File: config.mk
export PLATFORM = sky130hd
export DESIGN_NAME = dmem_arbiter
export DESIGN_NICKNAME = d
export VERILOG_FILES = /design/src/rtl/dmem_arb_pkg.sv /design/src/rtl/dmem_arb_grant.sv /design/src/rtl/dmem_arbiter.sv
export SDC_FILE = /design/constraint.sdc
export NUM_CORES = 1
export LEC_CHECK = 0
export CAP_MARGIN = 5
export CORE_AREA = 2 2 124 126
export DETAILED_ROUTE_END_ITERATION = 7
export DIE_AREA = 0 0 126 128
export PLACE_DENSITY = 0.75
export RECOVER_POWER = 25
export SLEW_MARGIN = 20
export SYNTH_ARGS = -nofsm -noshare
export SYNTH_HDL_FRONTEND = slang
export SYNTH_SLANG_ARGS = --single-unit
File: constraint.sdc
create_clock -name clk -period 3.2 [get_ports clk]
set_clock_uncertainty 0.2 [all_clocks]
set_input_delay 0.48 -clock clk [delete_from_list [all_inputs] [get_ports clk]]
set_output_delay 0.48 -clock clk [all_outputs]
set_load 0.01 [all_outputs]
File: src/rtl/dmem_arb_pkg.sv
// dmem_arb_pkg -- shared definitions for the data-memory arbiter.
// Contents: FSM state encodings, requester identifiers and the width of
// the read-latency down-counter (wide enough for latencies 1..8).
package dmem_arb_pkg;

  // FSM state encodings
  localparam logic [1:0] S_IDLE  = 2'd0;
  localparam logic [1:0] S_ISSUE = 2'd1;
  localparam logic [1:0] S_WAIT  = 2'd2;
  localparam logic [1:0] S_RESP  = 2'd3;

  typedef logic [1:0] arb_state_t;

  // Requester identifiers, also the encoding of the owner output
  localparam logic OWNER_CORE = 1'b0;
  localparam logic OWNER_DBG  = 1'b1;

  // Latency counter width
  localparam int CNT_W = 4;

endpackage

File: src/rtl/dmem_arb_grant.sv
// dmem_arb_grant -- winner selection between the core and debug requesters.
// Macro: DMEM_ARB_RR_EN selects round-robin (requester not granted last wins
// on contention); without it the core has fixed priority over debug.
// Ports:
//   c_req, d_req : requests from core / debug
//   last_grant   : identity of the requester granted most recently
//   any_req      : at least one request present
//   winner       : selected requester (OWNER_CORE / OWNER_DBG)
module dmem_arb_grant
  import dmem_arb_pkg::*;
(
  input  logic c_req,
  input  logic d_req,
  input  logic last_grant,
  output logic any_req,
  output logic winner
);

`ifdef DMEM_ARB_RR_EN
  // Round-robin: contention goes to whoever was not served last
  always_comb begin
    any_req = c_req | d_req;
    if (c_req && d_req) begin
      winner = ~last_grant;
    end else if (d_req) begin
      winner = OWNER_DBG;
    end else begin
      winner = OWNER_CORE;
    end
  end
`else
  // The pointer is meaningless under fixed priority
  logic unused_last;
  assign unused_last = last_grant;

  // Fixed priority: debug only wins when the core is silent
  always_comb begin
    any_req = c_req | d_req;
    if (c_req) begin
      winner = OWNER_CORE;
    end else if (d_req) begin
      winner = OWNER_DBG;
    end else begin
      winner = OWNER_CORE;
    end
  end
`endif

endmodule

File: src/rtl/dmem_arbiter.sv
// dmem_arbiter -- shares one single-port data memory between the core
// load/store path and the debug/loader port, one transaction at a time.
// Macro: DMEM_ARB_RR_EN enables round-robin arbitration (default: core
// has fixed priority and debug may be starved).
// Ports:
//   clk, rst                       : clock, synchronous active-high reset
//   c_* / d_* request side         : req, we, addr, wdata, be (held to gnt)
//   c_gnt, d_gnt                   : one-cycle pulse when issued to memory
//   c_rvalid/c_rdata, d_rvalid/... : read response to the owner only
//   m_req, m_we, m_addr, m_wdata, m_be : memory command, zero outside ISSUE
//   m_rdata                        : memory read data, MEM_LAT after issue
//   busy, owner                    : not idle / requester of current txn
module dmem_arbiter
  import dmem_arb_pkg::*;
#(
  parameter int ADDR_W  = 32,
  parameter int DATA_W  = 32,
  parameter int MEM_LAT = 1
) (
  input  logic              clk,
  input  logic              rst,
  input  logic              c_req,
  input  logic              c_we,
  input  logic [ADDR_W-1:0] c_addr,
  input  logic [DATA_W-1:0] c_wdata,
  input  logic [DATA_W/8-1:0] c_be,
  input  logic              d_req,
  input  logic              d_we,
  input  logic [ADDR_W-1:0] d_addr,
  input  logic [DATA_W-1:0] d_wdata,
  input  logic [DATA_W/8-1:0] d_be,
  output logic              c_gnt,
  output logic              c_rvalid,
  output logic [DATA_W-1:0] c_rdata,
  output logic              d_gnt,
  output logic              d_rvalid,
  output logic [DATA_W-1:0] d_rdata,
  output logic              m_req,
  output logic              m_we,
  output logic [ADDR_W-1:0] m_addr,
  output logic [DATA_W-1:0] m_wdata,
  output logic [DATA_W/8-1:0] m_be,
  input  logic [DATA_W-1:0] m_rdata,
  output logic              busy,
  output logic              owner
);

  arb_state_t       state;
  logic [CNT_W-1:0] cnt;
  logic             last_grant;
  logic             any_req;
  logic             winner;

  dmem_arb_grant u_grant (
    .c_req      (c_req),
    .d_req      (d_req),
    .last_grant (last_grant),
    .any_req    (any_req),
    .winner     (winner)
  );

`ifdef DMEM_ARB_RR_EN
  // Last-grant pointer; resetting to debug makes the core win first contention
  always_ff @(posedge clk) begin
    if (rst) begin
      last_grant <= OWNER_DBG;
    end else if (state == S_IDLE && any_req) begin
      last_grant <= winner;
    end else begin
      last_grant <= last_grant;
    end
  end
`else
  assign last_grant = OWNER_DBG;
`endif

  // FSM and registered datapath; the memory command registers double as the
  // latched transaction fields while in ISSUE and are zeroed everywhere else
  always_ff @(posedge clk) begin
    if (rst) begin
      state    <= S_IDLE;
      cnt      <= '0;
      owner    <= OWNER_CORE;
      busy     <= 1'b0;
      c_gnt    <= 1'b0;
      d_gnt    <= 1'b0;
      c_rvalid <= 1'b0;
      d_rvalid <= 1'b0;
      c_rdata  <= '0;
      d_rdata  <= '0;
      m_req    <= 1'b0;
      m_we     <= 1'b0;
      m_addr   <= '0;
      m_wdata  <= '0;
      m_be     <= '0;
    end else begin
      c_gnt    <= 1'b0;
      d_gnt    <= 1'b0;
      c_rvalid <= 1'b0;
      d_rvalid <= 1'b0;
      m_req    <= 1'b0;
      m_we     <= 1'b0;
      m_addr   <= '0;
      m_wdata  <= '0;
      m_be     <= '0;
      case (state)
        S_IDLE: begin
          if (any_req) begin
            state <= S_ISSUE;
            busy  <= 1'b1;
            owner <= winner;
            m_req <= 1'b1;
            // gnt is raised together with the command so it pulses in ISSUE
            if (winner == OWNER_DBG) begin
              d_gnt   <= 1'b1;
              m_we    <= d_we;
              m_addr  <= d_addr;
              m_wdata <= d_wdata;
              m_be    <= d_be;
            end else begin
              c_gnt   <= 1'b1;
              m_we    <= c_we;
              m_addr  <= c_addr;
              m_wdata <= c_wdata;
              m_be    <= c_be;
            end
          end else begin
            state <= S_IDLE;
            busy  <= 1'b0;
          end
        end
        S_ISSUE: begin
          if (m_we) begin
            state <= S_IDLE;
            busy  <= 1'b0;
          end else begin
            state <= S_WAIT;
            busy  <= 1'b1;
            cnt   <= CNT_W'(MEM_LAT);
          end
        end
        S_WAIT: begin
          busy <= 1'b1;
          if (cnt == CNT_W'(1)) begin
            state <= S_RESP;
            // Response registers are updated only for the owner
            if (owner == OWNER_DBG) begin
              d_rvalid <= 1'b1;
              d_rdata  <= m_rdata;
            end else begin
              c_rvalid <= 1'b1;
              c_rdata  <= m_rdata;
            end
          end else begin
            state <= S_WAIT;
            cnt   <= cnt - CNT_W'(1);
          end
        end
        S_RESP: begin
          state <= S_IDLE;
          busy  <= 1'b0;
        end
        default: begin
          state <= S_IDLE;
          busy  <= 1'b0;
        end
      endcase
    end
  end

endmodule

==> run_results.csv, run 1 <==
group,metric,value,unit
grt,grt_pass1_wl,25500,um
timing,finalCritPeriodShare,81.2,%
critical_path,path_max_fanout,26,
floorplan,num_rows,45,
synthesis,async_reset_ff_share,0,%
synthesis,yosysSeqAreaShare,58.6,%
grt,top_usage_layer,"met2",
cells_and_area,fin_nets,931,
cts,clkSinkCount,146,
grt,grt_max_degree,98,
critical_path,critPathKind,"input port to flip-flop",
drt,wirelength,17000,um
placed_design,place_area,8230,sq um
cells_and_area,mostFrequentLayoutCell,"clkdlybuf4s50_1",
critical_path,worstPathArrival,2.76,ns
critical_path,end_kind,"flip-flop",
cells_and_area,antennaDiodeCount,0,
power,power_density,526,nW/um^2
critical_path,regToRegSetupSlack,0.93,ns
hold_path,hold_class,"flip-flop to flip-flop",
hold_path,hp-start,"d_rdata[23]$_SDFFE_PP0P_",
floorplan,io_pins,314,
cells_and_area,fin_area,8830,sq um
floorplan,die_w,126,um
drt,wl_per_cell,17.8,um
cts,cts_buffers,17,
timing,relSlewSlack,16.8,%
power,cellLeakagePower,0.00368,uW
drt,vias,4519,
grt,track_usage,20.6,%
synthesis,ys.warnings.count,0,
synthesis,ys.flop_type,"dfxtp_1",
floorplan,die_h,128,um
timing,hold_slack,0.257,ns
cts,clk_latency,0.42,ns
timing,maxSlewViolCount,0,
synthesis,avgSynthCellArea,11.0,sq um
critical_path,reg2reg_from,"cnt[1]$_SDFFE_PP0P_",
floorplan,start_util,33.6,%
critical_path,startpoint_type,"input port",
synthesis,synth_edf_count,0,
grt,grt_pass1_vias,4722,
hold_path,min_to,"d_rdata[23]$_SDFFE_PP0P_",
placed_design,io_buffer_count,313,
status,outcome,"finished, final reports clean",
cells_and_area,area_growth,76.9,%
placed_design,place_congestion,0.868,
hold_path,hold_depth,2,
cts,cts_tree,"built",
floorplan,core,14900,sq um
drt,ant_nets,0,
synthesis,syn-cell-area,4990,sq um
cells_and_area,fillCellCount,1259,
cts,cts_hold_buf,0,
placed_design,place_hpwl,13200,um
grt,use_met1,22.1,%
critical_path,reg2regPathDepth,7,
cts,cts_setup_buffers,0,
power,vdd_ir_drop_max,389,uV
cts,cts.htree.levels,4,
cts,cts-root-buf,"clkbuf_16",
timing,setup_tns,0,ns
synthesis,yosysUniqueCellTypes,31,
drt,first_pass_iters,4,
synthesis,syn_inst,453,
floorplan,floorplan.die_area,16100,sq um
cells_and_area,drive_above_1_share,5.86,%
critical_path,timing.rr.end,"d_rdata[16]$_SDFFE_PP0P_",
critical_path,worstPathRequired,3.36,ns
cts,cts_buffer_depth,2,
timing,grt_setup_unrepaired,"false",
timing,final.min_clock_period,2.60,ns
grt,use_met3,7.80,%
synthesis,synth_seq_cells,146,
critical_path,crit_start,"rst",
drt,drt_iter0_markers,129,
timing,max_freq,0.385,GHz
drt,routed_via_density,4.73,
cells_and_area,layout_common_cells,"clkdlybuf4s50_1, dfxtp_1, nand2_1",
grt,overflow,0,
timing,worst_pin_slew,1.25,ns
timing,hold_violations,0,
cts,clk_pin_slew,0.06,ns
drt,drc,0,
grt,grt_util_met2,36.0,%
timing,setup_viol,0,
job,maxCapViolCount,0,
cts,post_cts_resized,0,
grt,antenna_found_initial,0,
synthesis,synth_nets,629,
==> how the worst max path moves through the flow <==
| stage | endpoint | slack [ns] | depth (start not counted) |
|---|---|---|---|
| final | m_addr[14]$_SDFF_PP0_ | 0.60 | 5 |
| after global routing | m_wdata[7]$_SDFF_PP0_ | 0.46 | 5 |
| after CTS | owner | 0.98 | 1 |
| after detailed placement | c_rdata[17]$_SDFFE_PP0P_ | 0.54 | 5 |
| after global placement | m_addr[7]$_SDFF_PP0_ | 0.46 | 4 |
| after floorplan | d_rdata[10]$_SDFFE_PP0P_ | 1.44 | 8 |
==> cell families (layout without fill, tap and decap cells) <==
family,after synthesis,in the layout,synth area share [%]
AND/OR/NAND/NOR,118,118,10.1
AO/OA/AOI/OAI,82,82,13.9
buffers and inverters,41,356,4.11
adder cells (fa/ha/maj),2,2,0.501
flip-flops,146,146,58.6
multiplexers,64,64,12.8
==> synth_stat cells (2+ instances only) <==
library cell | instances | share of area (%)
a211oi_1 | 2 | 0.30
a21oi_1 | 2 | 0.20
a22o_1 | 69 | 12
and3_1 | 2 | 0.25
buf_2 | 14 | 1.4
buf_4 | 3 | 0.45
buf_6 | 3 | 0.68
clkbuf_1 | 16 | 1.2
dfxtp_1 | 146 | 59
ha_1 | 2 | 0.50
inv_1 | 4 | 0.30
mux2i_1 | 64 | 13
nand2_1 | 97 | 7.3
nor2_1 | 4 | 0.30
nor3_1 | 2 | 0.20
nor3b_1 | 3 | 0.45
o211ai_1 | 2 | 0.30
o21ai_0 | 5 | 0.50
==> power breakdown <==
| group | internal, uW | leakage, uW | switching (uW) |
|---|---|---|---|
| Sequential | 1910 | 0.00119 | 38.1 |
| Clock | 1260 | 0.000287 | 784 |
| Combinational | 396 | 0.00220 | 258 |
| Total | 3560 | 0.00368 | 1080 |
==> registers in the layout, summed over array words and instances (netlist names), 2 cells and up <==
signal,flops
c_rdata,32
m_addr,32
state,2
cnt,4
m_wdata,32
d_rdata,32
m_be,4
==> per-layer routing <==
layer	wire length [um]	vias to the layer above
li1	-	2193
met1	6320	2085
met2	8560	211
met3	1540	30
met4	545	0
met5	0	-
==> critical path, stage by stage <==
cell,delay [ns]
dlygate4sd3_1,0.69
nor3_1,0.22
and3b_2,0.23
clkbuf_1,0.87
a22o_1,0.26
==> stage by stage <==
stage | power [uW] | instances | utilization (%) | worst slack, ns
after detailed placement | 2670 | 924 | 55.4 | 0.544
after CTS | 4720 | 956 | 59.5 | 0.978
after global placement | 2650 | 924 | 55.3 | 0.462
final | 4640 | 956 | 59.4 | 0.602
after global routing | 4830 | 956 | 59.4 | 0.463
after floorplan | 2230 | 453 | - | 1.44
==> final cells by class <==
class                           count  area [sq um]  share of cell area [%]
Clock buffer                       18           439                    4.97
Clock inverter                     14           179                    2.03
Inverter                            5          18.8                   0.213
Multi-Input combinational cell    266          1870                    21.1
Sequential cell                   146          2920                    33.1
Tap cell                          188           235                    2.66
Timing Repair Buffer              319          3170                    35.9
(Power assumes the default switching activity.)
==> run 2, diff against run 1 <==
Settings changed: CORE_AREA 2 2 124 126 to not set, CORE_ASPECT_RATIO set to 2, CORE_UTILIZATION set to 33, DIE_AREA 0 0 126 128 to not set, PLACE_DENSITY 0.75 to 0.76.
Clock period 3.2 ns to 2.1 ns, I/O delays scaled along.
==> run_results.csv, run 2 (same netlist as run 1, synthesis figures left out) <==
group,metric,value,unit
status,outcome,"finished, final reports clean",
critical_path,slowest_delay,0.61,ns
cts,cts.htree.levels,4,
critical_path,crit_start,"owner$_SDFFE_PP0P_",
timing,setup_viol,0,
floorplan,num_rows,63,
critical_path,cp.depth,1,
cts,clkSinkCount,146,
grt,grt_max_degree,82,
placed_design,dpl.cell_count,935,
floorplan,floorplan.die_area,15600,sq um
critical_path,end_kind,"primary output",
power,cellLeakagePower,0.00360,uW
cells_and_area,fillCellCount,1250,
power,vdd_ir_drop_max,584,uV
floorplan,core,14800,sq um
timing,max_freq,0.501,GHz
placed_design,io_buffer_count,313,
cells_and_area,finalNonFillerCells,967,
placed_design,place_area,8340,sq um
floorplan,io_pins,314,
power,p_sw,1620,uW
power,clkPwrFrac,45.0,%
timing,maxSlewViolCount,0,
power,pwr-share-comb,14.2,%
critical_path,crit_path_end,"owner",
drt,wirelength,15800,um
power,internal_power,5670,uW
cells_and_area,utilization,60.6,%
cells_and_area,antennaDiodeCount,0,
critical_path,startpoint_type,"flip-flop",
grt,overflow,0,
critical_path,critPathKind,"flip-flop to primary output",
placed_design,place_hpwl,12300,um
critical_path,worstPathArrival,1.48,ns
cells_and_area,fin_nets,935,
drt,drt_iter0_markers,87,
drt,ant_nets,0,
critical_path,crit_chain,"clkdlybuf4s50_1",
cells_and_area,layout_common_cells,"clkdlybuf4s50_1, dfxtp_1, nand2_1",
grt,grt_pass1_vias,4772,
critical_path,cpMaxStageDelayCell,"clkdlybuf4s50_1",
timing,worst_pin_slew,0.769,ns
critical_path,reg2reg_from,"cnt[1]$_SDFFE_PP0P_",
job,maxCapViolCount,0,
cells_and_area,mostFrequentLayoutCell,"clkdlybuf4s50_1",
timing,setup_tns,0,ns
floorplan,die_h,176,um
cts,clk_latency,0.41,ns
timing,hold_slack,0.256,ns
power,seqPwrFrac,40.8,%
critical_path,path_max_fanout,7,
cts,clk_pin_slew,0.06,ns
power,power_density,812,nW/um^2
timing,final.min_clock_period,1.99,ns
drt,wl_per_cell,16.3,um
grt,antenna_found_initial,0,
cells_and_area,area_growth,79.9,%
drt,first_pass_iters,4,
grt,track_usage,20.3,%
cells_and_area,seq_area,2920,sq um
floorplan,die_w,89.0,um
cts,cts_tree,"built",
drt,drc,0,
cts,cts_setup_buffers,0,
drt,vias,4578,
critical_path,reg2regPathDepth,7,
critical_path,critPathBufInv,1,
hold_path,hold_class,"flip-flop to flip-flop",
cells_and_area,multi_input_area,1880,sq um
placed_design,place_congestion,0.772,
power,switching_share,22.2,%
cts,cts_buffers,17,
timing,hold_violations,0,
critical_path,worstPathRequired,1.58,ns
critical_path,regToRegSetupSlack,0.17,ns
cells_and_area,drive_above_1_share,6.61,%
timing,finalCritPeriodShare,95.0,%
cells_and_area,fin_area,8980,sq um
drt,routed_via_density,4.73,
critical_path,timing.rr.end,"c_rdata[19]$_SDFFE_PP0P_",
cts,cts_hold_buf,0,
timing,relSlewSlack,48.8,%
grt,grt_pass1_wl,23400,um
critical_path,path_delay_family,"buffers and inverters",
floorplan,start_util,33.7,%
cts,cts-root-buf,"clkbuf_16",
cts,cts_buffer_depth,2,
timing,grt_setup_unrepaired,"false",
## run 2: through the flow
stage	power [uW]	setup slack [ns]
global placement	4050	0.189
detailed placement	4080	0.0459
finish	7290	0.105
floorplan	3390	0.336
CTS	7350	0.0311
global route	7560	0.0317
## run 2: tightest hold or removal path: stages, from the launching register on
cell and delay [ns]:
dfxtp_1 0.31, nand2_1 0.05, mux2i_1 0.05
## run 2: power groups by stage
| stage | logic (uW) | clock network [uW] | registers (uW) |
|---|---|---|---|
| floorplan | 305 | 0 | 3090 |
| global placement | 1010 | 0 | 3030 |
| detailed placement | 1040 | 0 | 3040 |
| CTS | 1050 | 3330 | 2970 |
| global route | 1100 | 3460 | 2990 |
| finish | 1030 | 3280 | 2970 |
## run 2: worst min path at each step
| stage | startpoint | endpoint | slack, ns | cells past startpoint |
|---|---|---|---|---|
| 3_3_place_gp | c_rdata[28]$_SDFFE_PP0P_ | c_rdata[28]$_SDFFE_PP0P_ | 0.24 | 2 |
| 6_report | c_rdata[23]$_SDFFE_PP0P_ | c_rdata[23]$_SDFFE_PP0P_ | 0.26 | 2 |
| 3_5_place_dp | c_rdata[23]$_SDFFE_PP0P_ | c_rdata[23]$_SDFFE_PP0P_ | 0.25 | 2 |
| 2_1_floorplan | c_req | owner$_SDFFE_PP0P_ | 0.21 | 1 |
| 5_1_grt | c_rdata[28]$_SDFFE_PP0P_ | c_rdata[28]$_SDFFE_PP0P_ | 0.28 | 2 |
| 4_1_cts | c_rdata[23]$_SDFFE_PP0P_ | c_rdata[23]$_SDFFE_PP0P_ | 0.26 | 2 |
## run 2: layout make-up
type                    count  share of cell area [%]
clock buffers              18                    4.78
multi-input cells         266                    21.0
inverters                   5                   0.209
clock inverters            14                    2.35
flip-flops and latches    146                    32.5
repair buffers            323                    36.4
well taps                 195                    2.72
## run 2: repair_timing
action | 4_1_cts | 5_1_grt
gates resized for setup | 0 | 2
endpoints found under the hold margin | 0 | 0
setup endpoints to repair | 0 | 26
## run 2: layer usage
metal	share of wire (%)	vias up	track usage (%)	routed length [um]
li1	-	2197	-	-
met1	33	2114	18.1	5160
met2	55	245	38.2	8680
met3	9.5	22	8.41	1500
met4	2.7	0	8.99	429
met5	0	-	0	0
==> variant 1, RTL diff (flow settings as in run 1) <==
Add a define of `DMEM_ARB_RR_EN`.
--- a/src/rtl/dmem_arb_grant.sv
+++ b/src/rtl/dmem_arb_grant.sv
@@ -7,4 +7,6 @@
 //   any_req      : at least one request present
 //   winner       : selected requester (OWNER_CORE / OWNER_DBG)
+`define DMEM_ARB_RR_EN
+
 module dmem_arb_grant
   import dmem_arb_pkg::*;
Behaviour: not the same (a bounded check fails within 4 cycles, from zero or initial values and one cycle with rst high).
==> variant 1 against run 1 <==
Power shrank 1.7%; global-route usage decreased by 1.4 points; wire length decreased by 7.3%; sequential cell count grew 1; synthesized cell count up 1.1%; area after synthesis grew 1.0%; core utilization rose by 0.42 points; clock power shrank 7%; cell area is 0.71% higher; worst setup slack improved by 320 ps.
==> variant 1: results (changes against run 1) <==
Static power due to leakage: 3.684 nW (+0.18%). The non-filler instance count after layout was 961 (+0.52%); the final weighted congestion in routability-driven placement was 0.8594 (-1.0%). In this run the critical register-to-register path is captured at d_rdata[6]. The maximum VDD drop is 327.1 uV (-16%).

The total global routing track utilization is 19.21% (-1.4 points), and the compound-cell area share of the yosys netlist is 13.90% (about the same). The tools report the post-placement cell area as 8325 um^2 (+1.2%). The fraction of layout instances using a drive strength above 1 works out to 5.433% (-0.43 points). The post-synthesis mux area share was 12.71% (-0.13 points). The clock network area share is 6.416% (-0.58 points). The met3 routed wirelength came out at 1633 um (+6.0%). Non-clock buffer total of the final layout: 318 (-0.31%).

The post-layout minimum cycle time came out at 2278 ps (-320.4 ps). In the post-synthesis netlist, the biggest area contributors are dfxtp_1, mux2i_1, a22o_1. The sum of net half-perimeters after detailed placement is 12170 um (-7.9%). The met3 demand-to-capacity share in global routing is 9.098% (+1.3 points), and the sequential standard cell area is 2943 um^2 (+0.68%). The tightest hold margin was 253.8 ps (-3.529 ps). The worst endpoint data arrival time is 2430 ps (-330 ps), and the fraction of area in multi-input gates is 21.60% (+0.46 points). Layout inverter count without the clock tree: 4 (-1). The commonest cells after synthesis are dfxtp_1, nand2_1, a22o_1. The tools report the number of clock-tree buffers in the layout as 22 (+4). The run gives 7780 um (-9.1%) as the met2 wire length. The largest net degree at the start of global routing was 83 (-15%). The multi-input gate count is 273 (+2.6%), and the share of synthesized area occupied by flip-flops and latches is 58.38% (-0.18 points). The layout overhead on the synthesized area is 76.40%. The met1 track utilization from global routing was 18.62% (-3.5 points). The violation count after the first detailed-route iteration came out at 204 (+58%). The fraction of area in non-clock buffers was 36.08% (+0.20 points). The via count of the first global-routing pass is 4668 (-1.1%). The tools report the final routed wirelength across all metal layers as 15740 um (-7.3%). Met2 usage: 33.30% (-2.7 points). The adder and majority gate portion of the synthesized area was 0.4964% (-0.0050 points).

The number of unique standard cell types used by synthesis was 38 (+23%); the worst-case clock buffer depth was 2 (unchanged). The total number of sequential cells is 147 (+0.68%), and the transition time at the pin with the least slew margin is 974.3 ps (-274.1 ps). The vias per cell came out at 4.765 (+0.80%).

Post-route met1 wirelength: 5625 um (-11%). For the net count of the mapped netlist, the log shows 634 (+0.79%). The instance count after placement with tap cells included is 930 (+0.65%), and the first-pass detailed-route iteration total is 5 (+1). The count of fill cells added during filler insertion is 1229 (-2.4%), and the first-pass GRT wire length is 23980 um (-5.8%).

The flow ran to the end, and the final reports show no timing, DRC or antenna violations. The largest fanout on the critical path was 64 (+150%); the cell count of the worst reg-to-reg path was 5 (-2). The worst setup slack for register-to-register paths is 1050 ps (+120 ps).

For the net count of the finished layout, the log shows 937 (+0.64%).
==> variant 1: cell types whose count changed after synthesis, moves of 2 or more <==
| cell | change |
|---|---|
| o21ai_0 | -2 |
| nand2_1 | +2 |
| nor2b_1 | +3 |
| buf_2 | +3 |
| clkbuf_1 | -4 |
| buf_6 | -2 |
==> variant 1: worst max path at each step <==
stage,from,to,cells after the start
2_1_floorplan,cnt[1],cnt[3],5
3_3_place_gp,rst,m_wdata[9],5
3_5_place_dp,rst,m_wdata[4],5
4_1_cts,owner,owner,1
5_1_grt,rst,m_wdata[8],5
6_report,rst,m_wdata[4],5
==> variant 1: critical path, cell delays in order <==
cell	delay, ps
dlygate4sd3_1	730
nor3_1	260
and3_1	420
buf_12	310
a22o_1	190
==> variant 1: report_power, final <==
group,leakage [nW],internal (mW),switching [mW]
Sequential,1.20,1.93,0.0417
Combinational,2.21,0.425,0.266
Clock,0.272,1.18,0.716
==> variant 2, RTL diff (config.mk and constraints of run 1) <==
Made on the original files. The package constant `CNT_W` goes from 4 to 5.
--- a/src/rtl/dmem_arb_pkg.sv
+++ b/src/rtl/dmem_arb_pkg.sv
@@ -17,5 +17,5 @@
 
   // Latency counter width
-  localparam int CNT_W = 4;
+  localparam int CNT_W = 5;
 
 endpackage
Behaviour: same outputs for any inputs over 4 cycles, from zero or initial values and one cycle with rst high; that may be too few to reach the edited logic, so the function may still have changed.
==> variant 2 against run 1 <==
Power decreased by 0.95%; sequential cell count up 1; cell area up 3.2%; wire length up 4.5%; global-route usage increased by 0.78 points; area after synthesis rose by 5.5%; combinational power increased by 6.7%; worst setup slack gained 110 ps; largest cell class unchanged.
==> variant 2: results (changes against run 1) <==
Critical path startpoint: c_req. The total internal power is 3.521 mW (-1.2%). The run gives 191 (+48%) as the violation count after the first detailed-route iteration. The commonest cells after synthesis are dfxtp_1, nand2b_1, a22o_1. The count of fill cells added during filler insertion came out at 1213 (-3.7%). The number of unique standard cell types used by synthesis is 33 (+6.5%), and the normalized max-slew margin is 23.17% (+6.4 points).

The tools report the non-filler instance count after layout as 964 (+0.84%). The logs give 932 (+0.87%) for the instance count after placement with tap cells included and 0 (unchanged) for the post-CTS repair timing setup buffer count. Detailed-route wire length per cell: 18.39 um (+3.6%). The post-placement cell area came out at 8557 um^2 (+4.0%). The kind of path behind the tightest hold check was input port to flip-flop. The run gives 13910 um (+5.3%) as the sum of net half-perimeters after detailed placement.

The multi-input logic area was 2155 um^2 (+15%); the worst-case setup slack after placement was 865.5 ps (+322.0 ps). The largest net degree at the start of global routing is 100 (+2.0%), and the total global routing track utilization is 21.42% (+0.78 points). The beginning of the worst hold path was rst.

The tools report the via count of the first global-routing pass as 4812 (+1.9%). The fraction of layout instances using a drive strength above 1 was 5.155% (-0.70 points). The logs give 2630 ps (-130 ps) for the worst endpoint data arrival time and 635 (+0.95%) for the net count of the mapped netlist.

The flow ran to the end, and the final reports show no timing, DRC or antenna violations. The static power due to leakage was 3.638 nW (-1.1%); the final weighted congestion in routability-driven placement was 0.8881 (+2.3%). Via total after detailed routing: 4583 (+1.4%).
[variant 2: cell type report]
type                       count  share of cell area (%)
inverter                       5                  0.2060
timing repair buffer         319                   34.92
clock inverter                12                   1.442
sequential                   147                   32.30
clock buffer                  20                   4.902
multi-input combinational    273                   23.65
tap                          188                   2.582
[variant 2: power groups by stage]
stage | combinational, mW | sequential [mW] | clock, mW
2_1_floorplan | 0.214 | 2.05 | 0
3_3_place_gp | 0.695 | 2.01 | 0
3_5_place_dp | 0.714 | 2.02 | 0
4_1_cts | 0.717 | 1.98 | 1.98
5_1_grt | 0.740 | 1.98 | 2.07
6_report | 0.698 | 1.97 | 1.93
[variant 2: path summary, 6_finish.rpt]
path                            cells past startpoint  slack [ps]     endpoint
worst max-delay path                                4         720  m_wdata[17]
worst min-delay path                                2         180       cnt[1]
worst max register to register                      4         820   d_rdata[8]
worst min register to register                      2         270  c_rdata[28]
[variant 2: cell families after synthesis]
group	share of synthesized area, %
multiplexers	12.16
AO/OA/AOI/OAI	13.19
adder cells (fa/ha/maj)	0.4751
buffers and inverters	3.136
flip-flops	55.88
AND/OR/NAND/NOR	15.16
[variant 2: routing by layer]
| layer | share of wire, % | up-vias | track usage (%) |
|---|---|---|---|
| li1 | - | 2227 | - |
| met1 | 38 | 2108 | 22.85 |
| met2 | 52 | 217 | 39.06 |
| met3 | 7.7 | 31 | 7.721 |
| met4 | 2.2 | 0 | 7.498 |
| met5 | 0 | - | 0 |
[variant 2: critical path, stage by stage]
cell	delay (ps)
dlygate4sd3_1	590
nor4b_1	360
clkbuf_1	900
a22o_1	290
